[src/rtl/empacota_instrucao.sv]
// -----------------------------------------------------------------------------
// empacota_instrucao
//
// Instruction encoder and program loader. Accepts R/I/J instruction fields over
// a valid/ready handshake, packs them into a 32-bit MIPS word, and writes each
// word to consecutive instruction-memory addresses using a write/ack handshake.
// It fills instruction memory before the core is released.
//
// Parameters
//   ADDR_W     instruction-memory word-address width
//   BASE_ADDR  first address written after reset or clear
//
// Optional feature
//   ENCODER_CHECK_EN  when defined, field sets whose opcode is inconsistent
//                     with their format are discarded (erro pulse, no write).
//                     When undefined, only formato=11 is rejected and the
//                     fields are packed verbatim.
//
// Ports
//   clock        single clock, rising edge
//   reset        asynchronous, active-high
//   in_valid     field set present
//   in_ready     block can accept a field set (IDLE only)
//   formato      00 R, 01 I, 10 J, 11 invalid
//   Op_code, Register_rs, Register_rt, Register_rd, Shamt, Funct,
//   Endereco, Alvo   instruction fields
//   clear        synchronous restart to BASE_ADDR (honoured in IDLE and FULL)
//   mem_we       write request, held until mem_ack
//   mem_addr     write word address
//   mem_data     packed instruction
//   mem_ack      memory accepted the write this cycle
//   count        words written since reset or clear
//   full         last address written; further input is ignored
//   erro         one-cycle pulse when a field set is discarded
// -----------------------------------------------------------------------------
module empacota_instrucao #(
  parameter int          ADDR_W    = 8,
  parameter int unsigned BASE_ADDR = 0
) (
  input  logic              clock,
  input  logic              reset,
  input  logic              in_valid,
  output logic              in_ready,
  input  logic [1:0]        formato,
  input  logic [5:0]        Op_code,
  input  logic [4:0]        Register_rs,
  input  logic [4:0]        Register_rt,
  input  logic [4:0]        Register_rd,
  input  logic [4:0]        Shamt,
  input  logic [5:0]        Funct,
  input  logic [15:0]       Endereco,
  input  logic [25:0]       Alvo,
  input  logic              clear,
  output logic              mem_we,
  output logic [ADDR_W-1:0] mem_addr,
  output logic [31:0]       mem_data,
  input  logic              mem_ack,
  output logic [ADDR_W:0]   count,
  output logic              full,
  output logic              erro
);

  typedef enum logic [1:0] {
    S_IDLE  = 2'd0,
    S_WRITE = 2'd1,
    S_FULL  = 2'd2
  } state_t;

  localparam logic [1:0] FMT_R = 2'b00;
  localparam logic [1:0] FMT_I = 2'b01;
  localparam logic [1:0] FMT_J = 2'b10;

  localparam logic [ADDR_W-1:0] ADDR_BASE = ADDR_W'(BASE_ADDR);
  localparam logic [ADDR_W-1:0] ADDR_LAST = {ADDR_W{1'b1}};

  state_t      state;
  logic [31:0] packed_word;
  logic        fields_ok;

  // Pack the incoming field set and decide whether it may be written.
  always_comb begin
    // NOTE: every combinational output gets a default first so no path
    // leaves it unassigned and a latch is never inferred.
    packed_word = 32'h0;
    fields_ok   = 1'b1;
    unique case (formato)
      FMT_R:   packed_word = {Op_code, Register_rs, Register_rt, Register_rd, Shamt, Funct};
      FMT_I:   packed_word = {Op_code, Register_rs, Register_rt, Endereco};
      FMT_J:   packed_word = {Op_code, Alvo};
      default: fields_ok   = 1'b0;
    endcase
`ifdef ENCODER_CHECK_EN
    // Opcode/format consistency: R uses the SPECIAL opcode, J uses j/jal,
    // and I may use anything else.
    unique case (formato)
      FMT_R:   if (Op_code != 6'b000000) fields_ok = 1'b0;
      FMT_I:   if (Op_code == 6'b000000 || Op_code == 6'b000010 ||
                   Op_code == 6'b000011) fields_ok = 1'b0;
      FMT_J:   if (Op_code != 6'b000010 && Op_code != 6'b000011) fields_ok = 1'b0;
      default: fields_ok = 1'b0;
    endcase
`endif
  end

  // Control FSM with all outputs registered. Async reset drops mem_we at once,
  // so a write interrupted by reset is never acknowledged as complete.
  always_ff @(posedge clock or posedge reset) begin
    if (reset) begin
      state    <= S_IDLE;
      in_ready <= 1'b1;
      mem_we   <= 1'b0;
      mem_addr <= ADDR_BASE;
      mem_data <= 32'h0;
      count    <= '0;
      full     <= 1'b0;
      erro     <= 1'b0;
    end else begin
      // NOTE: sequential state uses non-blocking assignments so every
      // register samples pre-edge values, independent of statement order.
      erro <= 1'b0;
      unique case (state)
        S_IDLE: begin
          if (clear) begin
            // clear has priority over a simultaneous field set
            mem_addr <= ADDR_BASE;
            count    <= '0;
          end else if (in_valid) begin
            if (fields_ok) begin
              mem_data <= packed_word;
              mem_we   <= 1'b1;
              in_ready <= 1'b0;
              state    <= S_WRITE;
            end else begin
              erro <= 1'b1;
            end
          end
        end

        S_WRITE: begin
          // clear is deliberately ignored here; the write runs to completion
          if (mem_ack) begin
            mem_we <= 1'b0;
            count  <= count + (ADDR_W+1)'(1);
            if (mem_addr == ADDR_LAST) begin
              full  <= 1'b1;
              state <= S_FULL;
            end else begin
              mem_addr <= mem_addr + ADDR_W'(1);
              in_ready <= 1'b1;
              state    <= S_IDLE;
            end
          end
        end

        S_FULL: begin
          if (clear) begin
            mem_addr <= ADDR_BASE;
            count    <= '0;
            full     <= 1'b0;
            in_ready <= 1'b1;
            state    <= S_IDLE;
          end
        end

        default: begin
          mem_we   <= 1'b0;
          full     <= 1'b0;
          in_ready <= 1'b1;
          state    <= S_IDLE;
        end
      endcase
    end
  end

endmodule

[config.mk]
export PLATFORM = sky130hd
export DESIGN_NAME = empacota_instrucao
export DESIGN_NICKNAME = d
export VERILOG_FILES = /design/src/rtl/empacota_instrucao.sv
export SDC_FILE = /design/constraint.sdc
export NUM_CORES = 1
export LEC_CHECK = 0
export ABC_AREA = 1
export ABC_CLOCK_PERIOD_IN_PS = 4100
export CAP_MARGIN = 30
export CORE_ASPECT_RATIO = 1.25
export CORE_MARGIN = 2
export CORE_UTILIZATION = 40
export DETAILED_ROUTE_END_ITERATION = 10
export PLACE_DENSITY = 0.8
export SLEW_MARGIN = 15
export SYNTH_ARGS = -nofsm -noshare
export SYNTH_HDL_FRONTEND = slang
export SYNTH_SLANG_ARGS = --single-unit
export TNS_END_PERCENT = 5
[constraint.sdc]
create_clock -name clock -period 4.1 [get_ports clock]
set_input_delay 0.41 -clock clock [delete_from_list [all_inputs] [get_ports clock]]
set_output_delay 0.41 -clock clock [all_outputs]
set_load 0.03 [all_outputs]
==> flow_metrics.env, run 1 <==
export IMPL_status="finished, final reports clean"
export IMPL_dieArea_mm2=0.00804
export IMPL_cp_start_kind="flip-flop"
export IMPL_avgRoutedWirePerCell_um=12.9
export IMPL_grt_usage_pct=20.5
export IMPL_worstMarginPinSlew_ps=935
export IMPL_gp_congestion=0.818
export IMPL_end_kind="flip-flop"
export IMPL_die_w_um=80.6
export IMPL_grt_pass1_wl_um=13000
export IMPL_max_freq_ghz=0.478
export IMPL_mostFrequentLayoutCells="nand2_1, clkdlybuf4s50_1, dfrtp_1"
export IMPL_r2r_worst_path_cells=6
export IMPL_synth_distinct_cells=28
export IMPL_crit_arrival_ps=2290
export IMPL_htreeDepth=2
export IMPL_antenna_cells=0
export IMPL_drive_gt1_share_pct=5.30
export IMPL_crit_type="reg2reg"
export IMPL_synth_area_mm2=0.00294
export IMPL_cp_required_ps=4300
export IMPL_antenna_found_initial=0
export IMPL_ff2ff_setup_slack_ps=2010
export IMPL_synth_seq_cells=55
export IMPL_fin_crit_ps=2090
export IMPL_totalWireLength_um=7960
export IMPL_nNetsFinal=610
export IMPL_hold_violations=0
export IMPL_clock_path_buffers=2
export IMPL_fin_crit_sh_pct=51.0
export IMPL_dp_hpwl_um=6150
export IMPL_pin_count=134
export IMPL_grt_max_degree=52
export IMPL_clk_latency_ps=310
export IMPL_post_cts_setup_buffers=0
export IMPL_final_common_cell="nand2_1"
export IMPL_multi_input_area_mm2=0.00137
export IMPL_ff_latch_area_mm2=0.00138
export IMPL_postCtsResizedCells=0
export IMPL_grt_pass1_vias=2858
export IMPL_ctsHoldBuffers=0
export IMPL_n_fill_cell=635
export IMPL_vias_per_cell=4.86
export IMPL_overflow=0
export IMPL_seq_area_frac_synth_pct=46.9
export IMPL_p_leak_nw=1.99
export IMPL_rows=34
export IMPL_hold_path_class="in2async"
export IMPL_cts_root_buf="clkbuf_8"
export IMPL_tns_ps=0
export IMPL_syn_num_nets=484
export IMPL_r2r_end="mem_data[12]"
export IMPL_syn_inst=401
export IMPL_finalSetupViolations=0
export IMPL_drc=0
export IMPL_first_pass_iters=5
export IMPL_clock_sinks=55
export IMPL_avgSynthCellArea_um2=7.32
export IMPL_report_final_slew_viol_count=0
export IMPL_utilization_pct=62.9
export IMPL_final_setup_skew_ps=8.37
export IMPL_drt_iter0_markers=144
export IMPL_rsz0062_at_grt="no"
export IMPL_area_growth_pct=50.3
export IMPL_numPortBuffers=133
export IMPL_vias=3004
export IMPL_die_h_um=99.8
export IMPL_numCtsBuffers=5
export IMPL_peakVddDrop_mv=0.184
export IMPL_clk_pin_slew_ps=100
export IMPL_initial_core_util_pct=41.8
export IMPL_slew_headroom_pct=37.4
export IMPL_core_mm2=0.00702
export IMPL_cap_violations=0
export IMPL_ys_warn_count=0
export IMPL_r2r_start="state[0]"
export IMPL_critPathMaxFanout=44
export IMPL_tritoncts="done"
export IMPL_p_per_area_mw_per_mm2=370
export IMPL_postRouteAntennaNets=0
layer usage:
metal  track usage (%)  routed length (um)  vias up  part of all wire, %
li1                  -                   -     1516                    -
met1              23.7                3020     1358                   38
met2              35.8                4080      112                   51
met3              6.74                 669       18                  8.4
met4              6.13                 182        0                  2.3
met5                 0                   0        -                    0
report_power, final:
| part | switching (W) | internal (W) | leakage (nW) | total, W |
|---|---|---|---|---|
| Sequential | 0.0000580 | 0.000621 | 0.706 | 0.000679 |
| Combinational | 0.000321 | 0.000252 | 1.22 | 0.000573 |
| Clock | 0.000181 | 0.000201 | 0.0618 | 0.000382 |
| Total | 0.000559 | 0.00107 | 1.99 | 0.00163 |
logic make-up after synthesis:
logic type | Yosys count | synth area share [%]
compound gates | 33 | 6.14
xor+xnor | 1 | 0.298
fa+ha+maj | 2 | 0.852
buf+inv | 39 | 6.35
flops | 55 | 46.9
simple gates | 271 | 39.4
synth_stat cells, drive strengths merged:
cell | number | area share (%)
nand2 | 194 | 25
dfrtp | 54 | 46
nand3 | 40 | 7.2
nor2 | 31 | 5.6
inv | 24 | 3.1
o21ai | 18 | 3.1
buf | 13 | 3.0
a31oi | 10 | 2.1
a21oi | 4 | 0.68
clkbuf | 2 | 0.26
ha | 2 | 0.85
nand3b | 2 | 0.51
nand4 | 2 | 0.43
dfstp | 1 | 0.90
nor3 | 1 | 0.17
o21bai | 1 | 0.26
or2 | 1 | 0.21
xor2 | 1 | 0.30
how the worst max path moves through the flow:
stage          cells after the start           end  slack [ps]        from
3_3_place_gp                       7  mem_data[15]        1860  formato[0]
6_report                           6  mem_data[12]        2010    state[0]
4_1_cts                            6  mem_data[12]        2000    state[0]
2_1_floorplan                      1      count[0]        2350       reset
5_1_grt                            6  mem_data[12]        1770    state[0]
3_5_place_dp                       7  mem_data[12]        1740  formato[0]
area by class of cell:
class / count / share of cell area (%)
timing repair buffer: 134 / 30.3
tap: 90 / 2.55
clock inverter: 2 / 0.879
inverter: 24 / 2.04
multi-input combinational: 307 / 31.1
clock buffer: 6 / 1.87
sequential: 55 / 31.2
stage by stage:
stage | cells | power [W] | hold WS (ps) | cell area [um2] | setup WS (ps)
2_1_floorplan | 401 | 0.000987 | 527 | 2940 | 2350
3_3_place_gp | 610 | 0.00125 | 461 | 4290 | 1860
3_5_place_dp | 610 | 0.00126 | 466 | 4290 | 1740
4_1_cts | 618 | 0.00165 | 280 | 4410 | 2000
5_1_grt | 618 | 0.00172 | 290 | 4410 | 1770
6_report | 618 | 0.00163 | 280 | 4410 | 2010
state kept, by name, indices dropped and copies added (netlist names):
signal / cells
mem_data: 32
count: 9
mem_addr: 8
state: 2
erro: 1
full: 1
in_ready: 1
mem_we: 1
critical path: stages (launching register included):
cell,delay (ps)
dfrtp_1,640
nor2_4,250
inv_2,90
nor2_8,460
inv_2,310
nand2_1,160
nand2_1,70
Power figures use the tool's default switching activity.
==> inputs of run 2 (changes only) <==
--- a/config.mk
+++ b/config.mk
@@ -6,13 +6,13 @@
 export NUM_CORES = 1
 export LEC_CHECK = 0
 export ABC_AREA = 1
-export ABC_CLOCK_PERIOD_IN_PS = 4100
+export ABC_CLOCK_PERIOD_IN_PS = 1900
 export CAP_MARGIN = 30
 export CORE_ASPECT_RATIO = 1.25
 export CORE_MARGIN = 2
-export CORE_UTILIZATION = 40
+export CORE_UTILIZATION = 38
 export DETAILED_ROUTE_END_ITERATION = 10
-export PLACE_DENSITY = 0.8
+export PLACE_DENSITY = 0.79
 export SLEW_MARGIN = 15
 export SYNTH_ARGS = -nofsm -noshare
 export SYNTH_HDL_FRONTEND = slang
==> constraint.sdc (replaced) <==
create_clock -name clock -period 1.9 [get_ports clock]
set_input_delay 0.19 -clock clock [delete_from_list [all_inputs] [get_ports clock]]
set_output_delay 0.19 -clock clock [all_outputs]
set_load 0.03 [all_outputs]
==> run 2 against run 1 <==
- register-to-register slack worse by 1800 ps
- sequential power is 120% higher
- global-route usage fell by 0.28 points
- clock skew decreased by 1.9 ps
- utilization is 2.9 points lower
- critical path type is now reg2out
- largest power group unchanged
==> flow_metrics.env, run 2 (same netlist as run 1, synthesis figures left out) <==
export IMPL_status="finished, final reports clean"
export IMPL_clock_sinks=55
export IMPL_p_per_area_mw_per_mm2=762
export IMPL_cp_start_kind="flip-flop"
export IMPL_area_growth_pct=52.2
export IMPL_numPortBuffers=133
export IMPL_critPathMaxStageDelay_ps=670
export IMPL_hold_path_class="in2async"
export IMPL_worstMarginPinSlew_ps=922
export IMPL_max_freq_ghz=0.583
export IMPL_grt_pass1_vias=2949
export IMPL_overflow=0
export IMPL_fin_cells=625
export IMPL_grt_max_degree=56
export IMPL_die_w_um=82.6
export IMPL_gp_congestion=0.925
export IMPL_ctsHoldBuffers=0
export IMPL_final_setup_skew_ps=6.50
export IMPL_grtUsageMet3_pct=6.89
export IMPL_r2r_worst_path_cells=6
export IMPL_vias_per_cell=4.94
export IMPL_postCtsResizedCells=0
export IMPL_grt_usage_pct=20.2
export IMPL_cts_root_buf="clkbuf_8"
export IMPL_tritoncts="done"
export IMPL_slew_headroom_pct=38.3
export IMPL_clock_path_buffers=2
export IMPL_mostFrequentLayoutCells="nand2_1, clkdlybuf4s50_1, dfrtp_1"
export IMPL_cp_depth=1
export IMPL_cpLargestDelayFamily="buffers and inverters"
export IMPL_slowest_stage="clkdlybuf4s50_1"
export IMPL_rsz0062_at_grt="no"
export IMPL_nNetsFinal=615
export IMPL_busiest_layer="met2"
export IMPL_core_mm2=0.00744
export IMPL_ff2ff_setup_slack_ps=200
export IMPL_n_fill_cell=710
export IMPL_clk_latency_ps=310
export IMPL_report_final_slew_viol_count=0
export IMPL_post_cts_setup_buffers=0
export IMPL_whs_ps=238
export IMPL_grt_pass1_wl_um=13200
export IMPL_place_inst=617
export IMPL_drc=0
export IMPL_peakVddDrop_mv=0.316
export IMPL_clk_pin_slew_ps=100
export IMPL_rows=35
export IMPL_largest_reg_flops=32
export IMPL_top_regs="mem_data (32), count (9), mem_addr (8)"
export IMPL_hold_violations=0
export IMPL_use_met1_pct=22.4
export IMPL_totalWireLength_um=8010
export IMPL_fin_crit_sh_pct=90.2
export IMPL_p_leak_nw=2.01
export IMPL_dieArea_mm2=0.00845
export IMPL_multi_input_area_mm2=0.00137
export IMPL_r2r_start="state[0]"
export IMPL_regMostFlops="mem_data"
export IMPL_postRouteAntennaNets=0
export IMPL_cp_buffers_inverters=1
export IMPL_dp_hpwl_um=6300
export IMPL_cap_violations=0
export IMPL_drt_iter0_markers=146
export IMPL_first_pass_iters=4
export IMPL_grtUsageMet2_pct=34.6
export IMPL_initial_core_util_pct=39.4
export IMPL_drive_gt1_share_pct=6.19
export IMPL_fin_crit_ps=1710
export IMPL_cp_required_ps=1710
export IMPL_pin_count=134
export IMPL_finalSetupViolations=0
export IMPL_end_kind="output pin"
export IMPL_final_common_cell="nand2_1"
export IMPL_htreeDepth=2
export IMPL_ff_latch_area_mm2=0.00138
export IMPL_antenna_found_initial=0
export IMPL_crit_type="reg2out"
export IMPL_antenna_cells=0
export IMPL_vias=3089
export IMPL_avgRoutedWirePerCell_um=12.8
export IMPL_die_h_um=102
export IMPL_crit_chain="clkdlybuf4s50_1"
export IMPL_report_power_total_w=0.00340
export IMPL_critPathMaxFanout=2
export IMPL_crit_arrival_ps=1520
export IMPL_r2r_end="mem_data[13]"
export IMPL_numCtsBuffers=5
==> run 2: per-layer routing <==
metal	up-vias	wire length [um]
met1	1417	3140
li1	1532	-
met3	19	672
met5	-	0
met4	0	247
met2	121	3950
==> run 2: worst max path at each step <==
stage | start | endpoint | slack (ps)
floorplan | mem_addr[1] | mem_addr[4] | 360
global route | state[0] | mem_data[3] | 20
global placement | formato[0] | mem_data[1] | 40
CTS | in_ready | in_ready | 170
detailed placement | formato[0] | mem_data[13] | -30
finish | in_ready | in_ready | 190
==> run 2: metrics by stage <==
| stage | area, um2 | TNS [ps] | worst slack (ps) | utilization [%] |
|---|---|---|---|---|
| 6_report | 4470 | 0 | 186 | 60.0 |
| 5_1_grt | 4470 | 0 | 20.6 | 60.0 |
| 4_1_cts | 4470 | 0 | 168 | 60.0 |
| 3_5_place_dp | 4370 | -227 | -34.8 | 58.7 |
| 3_3_place_gp | 4370 | 0 | 36.8 | 58.7 |
| 2_1_floorplan | 2940 | 0 | 358 | - |
==> run 2: cell type report <==
class,count,share of cell area (%)
inverters,24,2.02
clock inverters,2,0.364
multi-input cells,307,30.7
repair buffers,139,31.7
clock buffers,6,1.85
flip-flops and latches,55,30.8
well taps,92,2.58
==> run 2: report_power, final <==
group / switching, W / internal, W / total (W)
registers: 0.000117 / 0.00134 / 0.00146
clock network: 0.000390 / 0.000298 / 0.000689
logic: 0.000695 / 0.000563 / 0.00126
